## src/rtl/eth_sw_downsizer.sv

```systemverilog
// 128-to-64 bit egress width converter: framing checker, beat FIFO and a
// drain FSM that emits each buffered beat as one or two 64-bit words.
module eth_sw_downsizer #(
    parameter int unsigned FIFO_DEPTH = 4,
    parameter int unsigned ERR_W      = 16
) (
    input  logic                          clock,
    input  logic                          rst_n,
    input  logic                          data_valid,
    input  logic [127:0]                  data,
    input  logic [3:0]                    data_bytes,
    input  logic                          sof,
    input  logic                          eof,
    input  logic [9:0]                    block_tag,
    output logic                          in_ready,
    output logic                          sw_data_valid,
    output logic [63:0]                   sw_data,
    output logic [2:0]                    sw_data_bytes,
    output logic                          sw_sof,
    output logic                          sw_eof,
    output logic [9:0]                    sw_block_tag,
    output logic [ERR_W-1:0]              err_cnt,
    input  logic                          err_clr,
    output logic [$clog2(FIFO_DEPTH):0]   fifo_level
);

    localparam int unsigned PTR_W = $clog2(FIFO_DEPTH);
    localparam int unsigned LVL_W = $clog2(FIFO_DEPTH) + 1;

    typedef struct packed {
        logic [127:0] data;
        logic [3:0]   bytes;
        logic         sof;
        logic         eof;
        logic [9:0]   tag;
    } beat_t;

    typedef enum logic {OUT_PKT, IN_PKT} chk_t;
    typedef enum logic [1:0] {IDLE, UPPER, LOWER} drn_t;

    beat_t             mem [FIFO_DEPTH];
    beat_t             in_beat;
    beat_t             hold;
    logic [PTR_W-1:0]  wr_ptr, rd_ptr;
    logic              fifo_empty;
    logic              push, pop, err_inc;
    chk_t              chk_q, chk_next;
    drn_t              drn_q, drn_next;
    logic              hold_short;

    logic              nxt_valid;
    logic [63:0]       nxt_data;
    logic [2:0]        nxt_bytes;
    logic              nxt_sof;
    logic              nxt_eof;
    logic [9:0]        nxt_tag;

    assign in_ready   = (fifo_level < LVL_W'(FIFO_DEPTH));
    assign fifo_empty = (fifo_level == '0);
    assign hold_short = hold.eof & ~hold.bytes[3];

    always_comb begin
        in_beat.data  = data;
        in_beat.bytes = data_bytes;
        in_beat.sof   = sof;
        in_beat.eof   = eof;
        in_beat.tag   = block_tag;
    end

    // Framing checker: decides which presented beats are written and which count as errors.
    always_comb begin
        push     = 1'b0;
        err_inc  = 1'b0;
        chk_next = chk_q;
        if (data_valid && !in_ready) begin
            err_inc = 1'b1;
        end else if (data_valid) begin
            case (chk_q)
                OUT_PKT: begin
                    if (sof) begin
                        push     = 1'b1;
                        chk_next = eof ? OUT_PKT : IN_PKT;
                    end else begin
                        err_inc = 1'b1;
                    end
                end
                IN_PKT: begin
                    push     = 1'b1;
                    err_inc  = sof;
                    chk_next = eof ? OUT_PKT : IN_PKT;
                end
                default: chk_next = OUT_PKT;
            endcase
        end
    end

    always_ff @(posedge clock or negedge rst_n) begin
        if (!rst_n) begin
            chk_q   <= OUT_PKT;
            err_cnt <= '0;
        end else begin
            chk_q <= chk_next;
            if (err_clr)
                err_cnt <= '0;
            else if (err_inc && (err_cnt != '1))
                err_cnt <= err_cnt + ERR_W'(1);
        end
    end

    // Beat storage; contents need no reset since occupancy gates every read.
    always_ff @(posedge clock) begin
        if (push)
            mem[wr_ptr] <= in_beat;
    end

    always_ff @(posedge clock or negedge rst_n) begin
        if (!rst_n) begin
            wr_ptr     <= '0;
            rd_ptr     <= '0;
            fifo_level <= '0;
            hold       <= '0;
        end else begin
            if (push)
                wr_ptr <= wr_ptr + PTR_W'(1);
            if (pop) begin
                rd_ptr <= rd_ptr + PTR_W'(1);
                hold   <= mem[rd_ptr];
            end
            fifo_level <= fifo_level + LVL_W'(push) - LVL_W'(pop);
        end
    end

    // Drain FSM state register.
    always_ff @(posedge clock or negedge rst_n) begin
        if (!rst_n)
            drn_q <= IDLE;
        else
            drn_q <= drn_next;
    end

    // Drain FSM next state and pop; a short eof beat skips the LOWER word.
    always_comb begin
        drn_next = drn_q;
        pop      = 1'b0;
        case (drn_q)
            IDLE: begin
                if (!fifo_empty) begin
                    pop      = 1'b1;
                    drn_next = UPPER;
                end
            end
            UPPER: begin
                if (hold_short) begin
                    pop      = !fifo_empty;
                    drn_next = fifo_empty ? IDLE : UPPER;
                end else begin
                    drn_next = LOWER;
                end
            end
            LOWER: begin
                pop      = !fifo_empty;
                drn_next = fifo_empty ? IDLE : UPPER;
            end
            default: drn_next = IDLE;
        endcase
    end

    // Drain FSM output decode, registered below.
    always_comb begin
        nxt_valid = 1'b0;
        nxt_data  = '0;
        nxt_bytes = '0;
        nxt_sof   = 1'b0;
        nxt_eof   = 1'b0;
        nxt_tag   = '0;
        case (drn_q)
            UPPER: begin
                nxt_valid = 1'b1;
                nxt_data  = hold.data[127:64];
                nxt_sof   = hold.sof;
                nxt_tag   = hold.tag;
                nxt_eof   = hold_short;
                nxt_bytes = hold_short ? hold.bytes[2:0] : 3'd7;
            end
            LOWER: begin
                nxt_valid = 1'b1;
                nxt_data  = hold.data[63:0];
                nxt_tag   = hold.tag;
                nxt_eof   = hold.eof;
                nxt_bytes = hold.eof ? hold.bytes[2:0] : 3'd7;
            end
            default: ;
        endcase
    end

    always_ff @(posedge clock or negedge rst_n) begin
        if (!rst_n) begin
            sw_data_valid <= 1'b0;
            sw_data       <= '0;
            sw_data_bytes <= '0;
            sw_sof        <= 1'b0;
            sw_eof        <= 1'b0;
            sw_block_tag  <= '0;
        end else begin
            sw_data_valid <= nxt_valid;
            sw_data       <= nxt_data;
            sw_data_bytes <= nxt_bytes;
            sw_sof        <= nxt_sof;
            sw_eof        <= nxt_eof;
            sw_block_tag  <= nxt_tag;
        end
    end

endmodule
```

## config.mk

```make
export PLATFORM = sky130hd
export DESIGN_NAME = eth_sw_downsizer
export DESIGN_NICKNAME = d
export VERILOG_FILES = /design/src/rtl/eth_sw_downsizer.sv
export SDC_FILE = /design/constraint.sdc
export NUM_CORES = 1
export LEC_CHECK = 0
export CAP_MARGIN = 20
export CORE_MARGIN = 1
export CORE_UTILIZATION = 40
export CTS_CLUSTER_DIAMETER = 30
export DETAILED_ROUTE_END_ITERATION = 10
export DONT_BUFFER_PORTS = 1
export MAX_ROUTING_LAYER = met4
export SYNTH_ARGS = -nofsm -noshare
export SYNTH_HDL_FRONTEND = slang
export SYNTH_SLANG_ARGS = --single-unit
```

## constraint.sdc

```tcl
create_clock -name clock -period 9.7 [get_ports clock]
set_clock_uncertainty 0.2 [all_clocks]
set_input_delay 2.91 -clock clock [delete_from_list [all_inputs] [get_ports clock]]
set_output_delay 2.91 -clock clock [all_outputs]
set_load 0.005 [all_outputs]
```

# ---- Yosys cells after proc, flatten, opt, wreduce, memory -nomap -nowiden
# Memories as Yosys holds them, arrays and structs flattened. A register that Yosys moved wholly into a read port is not among the register bits.
# Index checks and enable logic that the tools add are counted.
dict set report classes {
  order_cmp 1
  addsub 5
  mux 30
  n_eq_ne 4
  n_reduce_logical 10
  bitwise 4
}
# operator count
set ops {}
lappend ops {{$pmux 64 s2} 1}
lappend ops {{$mux 16} 2}
lappend ops {{$add 16x1->16 const B} 1}
lappend ops {{$ne 16x16->1 const B} 1}
lappend ops {{$mux 1} 15}
lappend ops {{$mux 10} 1}
lappend ops {{$pmux 1 s2} 4}
lappend ops {{$mux 3} 2}
lappend ops {{$pmux 2 s3} 1}
lappend ops {{$pmux 3 s2} 1}
lappend ops {{$add 2x1->2 const B} 2}
lappend ops {{$mux 2} 2}
lappend ops {{$add 3x1->3} 1}
lappend ops {{$logic_not 1->1} 3}
lappend ops {{$logic_not 3->1} 1}
lappend ops {{$lt 3x3->1 const B} 1}
lappend ops {{$not 1->1} 3}
lappend ops {{$pmux 1 s3} 1}
lappend ops {{$sub 3x1->3} 1}
lappend ops {{$eq 2x1->1 const B} 1}
lappend ops {{$eq 2x2->1 const B} 1}
lappend ops {{$logic_and 1x1->1} 2}
lappend ops {{$logic_not 2->1} 1}
lappend ops {{$ne 2x2->1 const B} 1}
lappend ops {{other kinds (4)} 4}
dict set report word_totals {
  memories 1
  regBits 106
  ram_bits 576
}
# memory depth word_bits read_ports rd_clocked_by_memory_dff wr line
set memory_table {}
lappend memory_table {mem 4 144 1 1 1 41} ;# beat_t mem [FIFO_DEPTH];

# ---- Depth between registers and ports, before layout
# Gate-level depths: netlist of run 1.
dict set report depth {
  depth_word 7
  ltp_mapped 14
}

# ---- Worst setup path before layout of run 1
# OpenSTA, ideal clock, no wires.
dict set report synth_path {
  path_kind {input to register}
  start {input port data_valid}
  end {memory mem[0][0] (netlist bit) (enable)}
  setup_slack_ns 2.203
  t_arrival_ns 6.776
  required_ns 8.979
  stages 4
  path_buffers 1
  path_cell_list {nor2b_1 -> nor2b_1 -> clkbuf_1 -> and2_1}
}
dict set report synth_via {
  elab_chain_cells 4
  word_cells_on_any_way 5
}
# element line
set synth_rtl {}
lappend synth_rtl {{from (decl)} 9} ;# input logic data_valid,
lappend synth_rtl {{$mux 1 or $logic_and 1x1->1 (tied branches)} {77, 75}}
lappend synth_rtl {{$mux 1 *} 75} ;# if (data_valid && !in_ready) begin
lappend synth_rtl {{$mux 1 *} 112} ;# if (push)
lappend synth_rtl {{$mux 1 (implied by the code) *} 113} ;# mem[wr_ptr] <= in_beat;
lappend synth_rtl {{to (decl)} 41}
# Mark *: on every way between the ends. The rest lies on a longest branch, timed or not.

# ---- Worst setup path after layout of run 1
dict set report layout_path {
  start {input port data_valid}
  end {memory mem[1][87] (netlist bit) (enable)}
}
# The elaborated chain is that of the path after synthesis.

==> results of run 1 <==
report_power, final:
group	switching, mW	leakage (nW)	total [mW]	internal (mW)
Clock	1.83	2.64	5.49	3.66
Combinational	1.39	2.13	2.77	1.38
Sequential	0.445	8.32	5.06	4.61
Total	3.66	13.1	13.3	9.66
critical path, stage by stage:
cell     delay (ns)
nor2b_1        0.17
nor2b_1        0.69
and2_4         0.89
buf_12         0.55
state kept, by name, summed over array words and instances (netlist names):
signal and cells:
mem 576, hold 144, sw_data 64, err_cnt 16, sw_block_tag 10, fifo_level 3, sw_data_bytes 3, drn_q 2
rd_ptr 2, wr_ptr 2, chk_q 1, sw_data_valid 1, sw_eof 1, sw_sof 1
cell type report:
| type | instances | share of cell area (%) |
|---|---|---|
| clock buffers | 179 | 10.9 |
| clock inverters | 110 | 3.77 |
| inverters | 18 | 0.181 |
| multi-input cells | 551 | 18.0 |
| flip-flops and latches | 826 | 63.2 |
| well taps | 1030 | 3.46 |
| repair buffers | 11 | 0.476 |
routing by layer:
metal / GRT usage (%) / up-vias
li1: - / 6093
met1: 20.0 / 7549
met2: 27.5 / 394
met3: 6.86 / 124
met4: 6.69 / 0
met5: - / -
kinds of logic (layout without fill, tap and decap cells):
kind of cell	after synthesis	after routing
adder cells (fa/ha/maj)	13	13
AND/OR/NAND/NOR	137	137
AO/OA/AOI/OAI	107	107
flip-flops	826	826
multiplexers	289	289
XOR/XNOR	5	5
buffers and inverters	97	318
cell usage in the layout, fill, tap and decap left out, types with 3 or more instances in the layout:
master	n
a21oi_1	16
nand3_1	5
clkinv_4	9
clkbuf_16	156
nand2_1	14
o22ai_1	3
clkinv_2	24
or4_1	9
a22oi_1	64
edfxtp_1	576
o31ai_1	10
clkinvlp_4	19
dfrtp_1	248
inv_1	18
clkbuf_8	8
buf_12	6
inv_8	5
ha_4	3
nand4_1	3
mux2_2	45
xnor2_1	4
nor2b_1	68
ha_1	9
and2_1	12
and2_4	4
a21boi_0	3
mux2_1	100
o21ai_0	5
or3_1	4
clkinv_1	5
nor2_1	6
inv_6	17
bufinv_16	23
mux4_2	144
clkinv_8	5
clkbuf_1	15
buf_4	4
worst max path at each step:
stage / start / endpoint / slack, ns
final: data_valid / mem[1][87] / 4.43
after global routing: data_valid / mem[0][84] / 4.28
after CTS: data_valid / mem[0][84] / 4.43
after detailed placement: data_valid / mem[0][25] / 3.68
after global placement: data_valid / mem[1][89] / 3.71
after floorplan: data_valid / mem[0][0] / 2.20
through the flow:
stage	util, %	total power [mW]	hold slack [ns]	cell area (µm²)	worst slack, ns
2_1_floorplan	-	7.17	0.250	30700	2.20
3_3_place_gp	41.9	7.90	0.260	31800	3.71
3_5_place_dp	41.9	7.96	0.270	31800	3.68
4_1_cts	49.1	13.5	0.282	37300	4.43
5_1_grt	49.1	13.9	0.295	37300	4.28
6_report	49.1	13.3	0.278	37300	4.43
==> flow_metrics.py, run 1 <==
metrics = {
    "synth": {
        "synth_compound_gate_area_share_pct": 2.46,
        "synth_flop_cell": "edfxtp_1",
        "synth_xor_area_share_pct": 0.143,
        "synth_top_family_by_area": "multiplexers",
        "synth_top_area_cell": "edfxtp_1",
        "ys_ff_latch": 826,
        "seq_area_frac_synth_pct": 76.8,
        "avgSynthCellArea_um2": 20.8,
        "synth-edff-count": 576,
        "post-synth-top-count-cell": "edfxtp_1",
        "synthSimpleGateAreaFrac_pct": 2.69,
        "ys_top_cells_by_count": "576 x edfxtp_1, 250 x dfrtp_1, 144 x mux4_2",
        "synth_top_area_share_pct": 56.4,
        "yosysWarningCount": 0,
        "async_flop_share_pct": 30.3,
        "netlist_area_um2": 30700,
        "synth_fa_ha_area_share_pct": 0.555,
        "synth_mux_area_share_pct": 15.9,
        "yosys.cell_types.count": 42,
        "syn_nets": 1635,
        "synthTopCellsByArea": "edfxtp_1 56%, dfrtp_1 20%, mux4_2 11%",
        "syn_inst": 1474,
    },
    "critical_path": {
        "start_kind": "input port",
        "timing.rr.end": "mem[1][87]",
        "required_ns": 9.82,
        "cp-end-kind": "register",
        "ff2ff_setup_slack_ns": 6.14,
        "worst-path-max-fanout": 87,
        "path_class": "in2reg",
        "reg2reg_depth": 4,
        "r2r_start": "fifo_level[2]",
        "arrival_ns": 5.40,
    },
    "drt": {
        "met1_length_mm": 25.3,
        "ant_nets": 0,
        "wl_per_cell_um": 23.6,
        "drt-total-wl_mm": 64.3,
        "dr.max_layer_used": "met4",
        "vias_per_cell": 5.20,
        "drt-initial-drc-count": 743,
        "drc": 0,
        "wl_met2_mm": 31.8,
        "dr.pass1.iters": 8,
        "met3_length_mm": 5.48,
        "vias": 14200,
    },
    "final_layout": {
        "area_delta_synth_final_pct": 21.6,
        "antenna_cells": 0,
        "nFillCells": 6101,
        "num-nets-final": 1723,
        "multi_input_area_um2": 6730,
        "regArea_um2": 23600,
        "drive_above_1_share_pct": 28.4,
        "final_cells": 2725,
    },
    "cts": {
        "cts_made_buffers": 154,
        "cts_tree": "built",
        "clock_path_buffers": 3,
        "clockRootBuffer": "clkbuf_16",
        "htreeDepth": 4,
        "cts_hold_buf": 0,
        "cts_resized": 0,
        "clkTransAtPathRegs_ns": 0.05,
        "clock_sinks": 826,
        "worstSkewPairLatency_ns": 0.71,
        "post_cts_buffers": 0,
    },
    "timing": {
        "rsz0062_at_grt": "false",
        "layout_worst_path_cycle_share_pct": 54.4,
        "slew_viol_final": 0,
        "setup_viol": 0,
        "period_minus_slack_ns": 5.27,
        "worst_pin_slew_ns": 1.11,
        "hold_violations": 0,
        "max_freq_mhz": 190,
        "fin_tns_setup_ns": 0,
        "slew_headroom_pct": 25.7,
    },
    "global_route": {
        "antenna_found_initial": 1,
        "grt_pass1_wl_mm": 96.7,
        "grtUsageTotal_pct": 17.4,
        "grt_max_degree": 251,
        "first_global_vias": 15500,
        "grt-ovfl-total": 0,
    },
    "floorplanning": {
        "core_area_um2": 75900,
        "die_w_um": 279,
        "fp.dieH_um": 279,
        "dieArea_um2": 77800,
        "start_util_pct": 40.4,
        "rows": 101,
        "io_pins": 248,
    },
    "pwr": {
        "power_density_nw_per_um2": 357,
        "p_leak_nw": 13.1,
        "peakVddDrop_mv": 0.509,
    },
    "placed_design": {
        "dp.cells": 2435,
        "globalplace.congestion": 0.755,
        "portBuffers": 0,
        "post-dp-hpwl_mm": 33.4,
    },
    "min_path": {
        "hold_end": "hold[1]",
        "min_from": "hold[1]",
        "hold_depth": 1,
        "hp-class": "reg2reg",
    },
    "outcome": {
        "status": "completed",
    },
    "job": {
        "maxCapViolCount": 0,
    },
}
(Power assumes the default switching activity.)
==> run 2: changes to the inputs <==
clock period = 5.22 ns   (was 9.7 ns; I/O delays follow)
==> flow_metrics.py, run 2 (same netlist as run 1, synthesis figures left out) <==
metrics = {
    "cts": {
        "clock_sinks": 826,
        "clock_path_buffers": 3,
        "clockRootBuffer": "clkbuf_16",
        "cts_resized": 0,
        "clkTransAtPathRegs_ns": 0.04,
        "worstSkewPairLatency_ns": 0.70,
        "cts_made_buffers": 150,
        "cts_hold_buf": 0,
        "htreeDepth": 4,
        "cts_tree": "built",
        "post_cts_buffers": 0,
    },
    "critical_path": {
        "ff2ff_setup_slack_ns": 1.90,
        "reg2reg_depth": 6,
        "cp_top_family": "adder cells",
        "cp-end-kind": "register",
        "path_class": "in2reg",
        "worst-path-max-fanout": 8,
        "cpPeakStageDelay_ns": 0.60,
        "start_kind": "input port",
        "timing.rr.end": "hold[64]",
        "arrival_ns": 3.77,
        "required_ns": 5.63,
        "crit_path_frequent_cell": "inv_1",
        "path_buf_inv": 3,
        "slowest_stage": "nor2b_1",
        "r2r_start": "drn_q[1]",
        "path_cells": "nor2b_1 -> nor2b_1 -> inv_1 -> ha_1 -> inv_1 -> ha_1 -> inv_1 -> fa_1 -> xnor2_1 -> xnor2_1",
    },
    "drt": {
        "vias": 14100,
        "ant_nets": 0,
        "dr.pass1.iters": 6,
        "drt-initial-drc-count": 714,
        "wl_per_cell_um": 24.0,
        "drt-total-wl_mm": 65.4,
        "drc": 0,
        "vias_per_cell": 5.19,
    },
    "floorplanning": {
        "core_area_um2": 75900,
        "io_pins": 248,
        "die_w_um": 279,
        "rows": 101,
        "start_util_pct": 40.4,
        "dieArea_um2": 77800,
        "fp.dieH_um": 279,
    },
    "final_layout": {
        "multi_input_area_um2": 6730,
        "num-nets-final": 1727,
        "fin_area_um2": 37000,
        "drive_above_1_share_pct": 27.1,
        "area_delta_synth_final_pct": 20.7,
        "regMostFlops": "mem",
        "nFillCells": 6102,
        "regArea_um2": 23600,
        "layout_commonest_cell": "edfxtp_1",
        "utilization_pct": 48.8,
        "final_cell_mix": "576 x edfxtp_1, 248 x dfrtp_1, 156 x clkbuf_16, 144 x mux4_2, 100 x mux2_1",
        "reg.largest.list": "mem x576, hold x144, sw_data x64",
        "final_cells": 2725,
        "largest_reg_flops": 576,
    },
    "global_route": {
        "grt_use_met1_pct": 19.9,
        "first_global_vias": 15700,
        "grt_max_degree": 251,
        "grt-ovfl-total": 0,
        "antenna_found_initial": 0,
        "grt_util_met3_pct": 6.94,
        "grtUsageTotal_pct": 17.9,
        "use_met2_pct": 29.1,
        "grt_pass1_wl_mm": 99.3,
        "busiest_layer": "met2",
    },
    "placed_design": {
        "globalplace.congestion": 0.742,
        "place_area_um2": 31900,
        "dp.cells": 2443,
        "post-dp-hpwl_mm": 35.3,
        "place_ws_ns": 1.17,
        "portBuffers": 0,
    },
    "timing": {
        "rsz0062_at_grt": "false",
        "setup_ws_ns": 1.86,
        "slew_viol_final": 0,
        "max_freq_mhz": 298,
        "hold_violations": 0,
        "period_minus_slack_ns": 3.36,
        "slew_headroom_pct": 29.5,
        "setup_viol": 0,
        "worst_pin_slew_ns": 1.06,
        "layout_worst_path_cycle_share_pct": 64.4,
        "fin_tns_setup_ns": 0,
    },
    "min_path": {
        "hp-class": "reg2reg",
        "min_from": "hold[6]",
        "hold_depth": 1,
        "hold_end": "hold[6]",
    },
    "pwr": {
        "p_seq_share_pct": 39.0,
        "switchingPower_mw": 6.57,
        "peakVddDrop_mv": 0.941,
        "p_clk_share_pct": 39.4,
        "internal_power_mw": 17.5,
        "power_density_nw_per_um2": 650,
        "power_frac_comb_pct": 21.6,
        "p_leak_nw": 13.0,
        "sw_frac_of_total_pct": 27.3,
    },
    "job": {
        "maxCapViolCount": 0,
    },
    "outcome": {
        "status": "completed",
    },
}
==> run 2: how the worst max path moves through the flow <==
| stage | slack (ns) | startpoint | depth (start not counted) | end |
|---|---|---|---|---|
| floorplan | 0.67 | data_valid | 4 | mem[0][0] |
| CTS | 1.84 | drn_q[1] | 6 | hold[72] |
| finish | 1.86 | data_valid | 10 | fifo_level[2] |
| global route | 1.69 | data_valid | 10 | fifo_level[2] |
| global placement | 1.19 | data_valid | 10 | fifo_level[2] |
| detailed placement | 1.17 | data_valid | 10 | fifo_level[2] |
==> run 2: power by group through the flow <==
stage | combinational [mW] | clock, mW | sequential, mW
CTS | 5.34 | 9.69 | 9.42
floorplan | 4.18 | 0 | 9.09
detailed placement | 5.32 | 0 | 9.52
finish | 5.19 | 9.49 | 9.38
global route | 5.67 | 10.0 | 9.55
global placement | 5.22 | 0 | 9.47
==> run 2: stage by stage <==
stage / total power, mW / hold WS, ns
CTS: 24.4 / 0.281
finish: 24.1 / 0.275
floorplan: 13.3 / 0.250
global placement: 14.7 / 0.262
detailed placement: 14.8 / 0.265
global route: 25.2 / 0.299
==> run 2: area by class of cell <==
cell class | instances | share of cell area (%)
clock inverters | 75 | 2.29
multi-input cells | 551 | 18.2
repair buffers | 19 | 0.844
diodes | 1 | 0.00676
flip-flops and latches | 826 | 63.6
well taps | 1030 | 3.48
clock buffers | 205 | 11.4
inverters | 18 | 0.182
==> run 2: per-layer routing <==
metal | wire, µm | part of all wire [%]
met5 | 0 | 0
met4 | 1580 | 2.4
met3 | 5400 | 8.3
met2 | 33400 | 51
met1 | 25000 | 38
